[src/rtl/gnrl_skid_stage.sv]
// Two-entry valid/ready slice (main + skid) giving a full-throughput timing cut.
// i_rdy and o_vld are flop outputs; o_rdy never reaches i_rdy combinationally.
module gnrl_skid_stage #(
  parameter int unsigned DW = 32
) (
  input  logic          clk,
  input  logic          rst,
  input  logic          i_vld,
  output logic          i_rdy,
  input  logic [DW-1:0] i_dat,
  output logic          o_vld,
  input  logic          o_rdy,
  output logic [DW-1:0] o_dat,
  input  logic          flush,
  output logic [1:0]    occ
);

  typedef enum logic [1:0] {
    EMPTY = 2'd0,
    ONE   = 2'd1,
    FULL  = 2'd2
  } state_e;

  state_e        state_q, state_d;
  logic [DW-1:0] main_q, main_d;
  logic [DW-1:0] skid_q, skid_d;
  logic          main_en, skid_en;
  logic          i_rdy_q, o_vld_q;
  logic          in_hs, out_hs;

  assign in_hs  = i_vld & i_rdy_q;
  assign out_hs = o_vld_q & o_rdy;

  // Next state plus load-enable/next-data for the two data registers
  always_comb begin
    state_d = state_q;
    main_en = 1'b0;
    skid_en = 1'b0;
    main_d  = i_dat;
    skid_d  = i_dat;
    if (flush) begin
      state_d = EMPTY;
    end else begin
      case (state_q)
        EMPTY: begin
          if (in_hs) begin
            main_en = 1'b1;
            state_d = ONE;
          end
        end
        ONE: begin
          if (in_hs && out_hs) begin
            main_en = 1'b1;
          end else if (in_hs) begin
            skid_en = 1'b1;
            state_d = FULL;
          end else if (out_hs) begin
            state_d = EMPTY;
          end
        end
        FULL: begin
          if (out_hs) begin
            main_en = 1'b1;
            main_d  = skid_q;
            state_d = ONE;
          end
        end
        default: state_d = EMPTY;
      endcase
    end
  end

  // Handshake flags are registered from the next state so both ports see flop outputs
  always_ff @(posedge clk or posedge rst) begin
    if (rst) begin
      state_q <= EMPTY;
      main_q  <= '0;
      skid_q  <= '0;
      i_rdy_q <= 1'b0;
      o_vld_q <= 1'b0;
    end else begin
      state_q <= state_d;
      if (main_en) main_q <= main_d;
      if (skid_en) skid_q <= skid_d;
      i_rdy_q <= (state_d != FULL);
      o_vld_q <= (state_d != EMPTY);
    end
  end

  assign i_rdy = i_rdy_q;
  assign o_vld = o_vld_q;
  assign o_dat = main_q;
  assign occ   = state_q;

endmodule

[config.mk]
export PLATFORM = sky130hd
export DESIGN_NAME = gnrl_skid_stage
export DESIGN_NICKNAME = d
export VERILOG_FILES = /design/src/rtl/gnrl_skid_stage.sv
export SDC_FILE = /design/constraint.sdc
export NUM_CORES = 1
export LEC_CHECK = 0
export BUFFER_PORTS_ARGS = -buffer_cell sky130_fd_sc_hd__buf_2
export CAP_MARGIN = 20
export CORE_ASPECT_RATIO = 0.7
export CORE_MARGIN = 4
export CORE_UTILIZATION = 48
export DETAILED_ROUTE_END_ITERATION = 7
export GPL_ROUTABILITY_DRIVEN = 0
export PLACE_DENSITY = 0.76
export REMOVE_ABC_BUFFERS = 1
export SLEW_MARGIN = 20
export SYNTH_ARGS = -nofsm -noshare
export SYNTH_HDL_FRONTEND = slang
export SYNTH_SLANG_ARGS = --single-unit
[constraint.sdc]
create_clock -name clk -period 2.25 [get_ports clk]
set_clock_uncertainty 0.1 [all_clocks]
set_input_delay 0.45 -clock clk [delete_from_list [all_inputs] [get_ports clk]]
set_output_delay 0.45 -clock clk [all_outputs]
set_load 0.05 [all_outputs]
==> flow_summary_export.csv <==
group,metric,value,unit
yosys,yosys_warnings,0,
yosys,synth.avg_cell_area,14.9,µm²
die,pin_count,73,
clocking,post_cts_buffers,0,
routing,dr.pass1.iters,4,
clocking,insertion_delay,0.34,ns
routing,num_vias,2045,
critical_path,crit_type,"register to register",
power_and_ir_drop,powerDensity,1120,mW/mm²
die,die_x,102,µm
clocking,cts_inserted_buffers,9,
place,pre_cts_slack,0.0845,ns
routing,finalWirelength,6490,µm
yosys,yosysMostFrequentCell,"dfrtp_1",
layout,syn_to_final_growth,22.0,%
layout,layout.nets,317,
yosys,synthTopCellsByArea,"dfrtp_1 (57%), mux2_4 (15%), o221a_2 (12%)",
yosys,synthCells,201,
critical_path,crit_fanout,12,
worst_hold_path,hold_path_depth,2,
yosys,synthArstFlopShare,100,%
layout,drive_gt1_share,58.9,%
sta,setup_tns,0,ns
power_and_ir_drop,ir_drop,596,µV
global_route,antenna_found_initial,0,
clocking,cts_root_buf,"clkbuf_8",
critical_path,ff2ff_path_depth,4,
sta,relSlewSlack,75.2,%
yosys,synth_edf_count,0,
global_route,grt_overflow,0,
yosys,synthTopCellsByCount,"dfrtp_1 (68), or3_1 (32), o221a_2 (31)",
global_route,grt_max_degree,43,
clocking,cts_resized,0,
routing,viasPerCell,5.68,
yosys,synth.ff_latch_count,68,
die,start_util,50.9,%
yosys,syn_area,0.00299,mm²
die,die-area,0.00757,mm²
routing,drc_errors,0,
sta,period_share,90.8,%
yosys,seq_area_frac_synth,56.9,%
sta,rsz0062_at_grt,"no",
clocking,clk_pin_slew,0.08,ns
run,max_cap_viol_count,0,
sta,setup_slack,0.207,ns
place,hpwlAfterDp,4340,µm
outcome,status,"finished clean",
clocking,htreeDepth,3,
yosys,synth.distinct_cells,23,
clocking,cts.path.max_buffers,2,
critical_path,endpoint_kind,"register",
yosys,synth_top_area_share,56.9,%
place,port_buffers,72,
sta,hold_violations,0,
sta,period_needed,2.04,ns
routing,ant_nets,0,
worst_hold_path,hp-class,"input port to register",
global_route,grt.total_usage,18.6,%
global_route,grt_pass1_wl,10800,µm
clocking,cts.sink_count,68,
routing,wl_per_cell,18.0,µm
die,rows,23,
die,die_h,74.0,µm
sta,finalSetupViolations,0,
clocking,cts_tree,"built",
sta,fmax,489,MHz
layout,fin_util,62.1,%
die,core_area,0.00587,mm²
routing,drt-initial-drc-count,116,
critical_path,critPathArrivalTime,2.17,ns
global_route,grt_pass1_vias,2121,
sta,slew_viol_final,0,
yosys,synth_top_area_cell,"dfrtp_1",
power_and_ir_drop,p_leak,1.70,nW
layout,antennaDiodeCount,0,
yosys,synth_ff_type,"dfrtp_1",
clocking,postCtsHoldBufs,1,
critical_path,cp_data_required_time,2.38,ns
critical_path,worst_setup_path_start_kind,"register",
sta,worst_slew_pin_slew,0.372,ns
[power by group]
group	leakage [nW]	switching [mW]	internal, mW	total [mW]
sequential	0.790	0.203	1.59	1.80
clock	0.0860	0.490	0.405	0.895
combinational	0.823	0.805	0.577	1.38
total	1.70	1.50	2.58	4.07
[layer usage]
metal	up-vias	routed length (µm)	share of wire, %	track usage, %
li1	934	-	-	-
met1	1034	3320	51	28.5
met2	74	2640	41	25.2
met3	3	492	7.6	6.37
met4	0	45	0.69	4.80
met5	-	0	0	0
[path summary, 6_finish.rpt]
kind | from | slack (ns) | to
min in group asynchronous | rst | 0.47 | o_dat[4]
worst max-delay path | o_vld | 0.21 | skid_q[31]
max in group asynchronous | rst | 1.08 | o_dat[31]
worst min register to register | skid_q[6] | 0.40 | skid_q[6]
worst min-delay path | i_dat[19] | 0.25 | skid_q[19]
worst max register to register | o_vld | 0.21 | skid_q[31]
[state kept, by name, indices dropped and copies added (netlist names)]
signal,flops
i_rdy,1
o_dat,32
skid_q,32
o_vld,1
occ,2
[critical path: stages, from the launching register on]
cell and delay (ns):
dfrtp_1 0.44, a21boi_2 0.17, or4b_2 0.66, buf_4 0.25, mux2_4 0.31
[through the flow]
step                cells  area, µm²  hold WS [ns]  total power, mW
detailed placement    343       3460         0.291             3.20
floorplan             183       2870         0.373             2.84
global placement      343       3460         0.286             3.17
finish                360       3650         0.247             4.07
CTS                   360       3650         0.229             4.12
global route          360       3650         0.229             4.28
[final cells by class]
cell class	count	area [µm²]
Inverter	2	7.51
Multi-Input combinational cell	113	1160
Sequential cell	68	1700
Clock buffer	9	124
Fill cell	473	2220
Clock inverter	7	51.3
Timing Repair Buffer	86	505
Tap cell	75	93.8
[cells by family (layout without fill, tap and decap cells)]
| family | Yosys count | after routing | synth area share [%] |
|---|---|---|---|
| DFF | 68 | 68 | 56.9 |
| muxes | 32 | 32 | 15.8 |
| AOI/OAI and AO/OA | 39 | 39 | 13.9 |
| buffers and inverters | 20 | 104 | 4.40 |
| and+or+nand+nor | 42 | 42 | 8.92 |
[cell usage in the layout, fill, tap and decap left out]
cell and instances:
o22ai_2 1, inv_2 1, or3_1 32, clkinv_2 2, dlygate4sd3_1 1, mux2_4 30
nand2b_1 1, nand4b_1 2, o221a_2 31, buf_2 72, buf_12 3, a221o_1 1
dfrtp_1 68, clkbuf_8 9, nand4bb_1 1, inv_1 1, inv_6 2, a211o_1 1
a31oi_1 1, a221oi_1 1, or4b_2 1, a21oi_1 1, clkinv_4 1, or2_1 1
nand2_1 4, mux2_2 2, clkinvlp_4 2, buf_4 10, o221a_1 1, a21boi_2 1
Power figures use the tool's default switching activity.
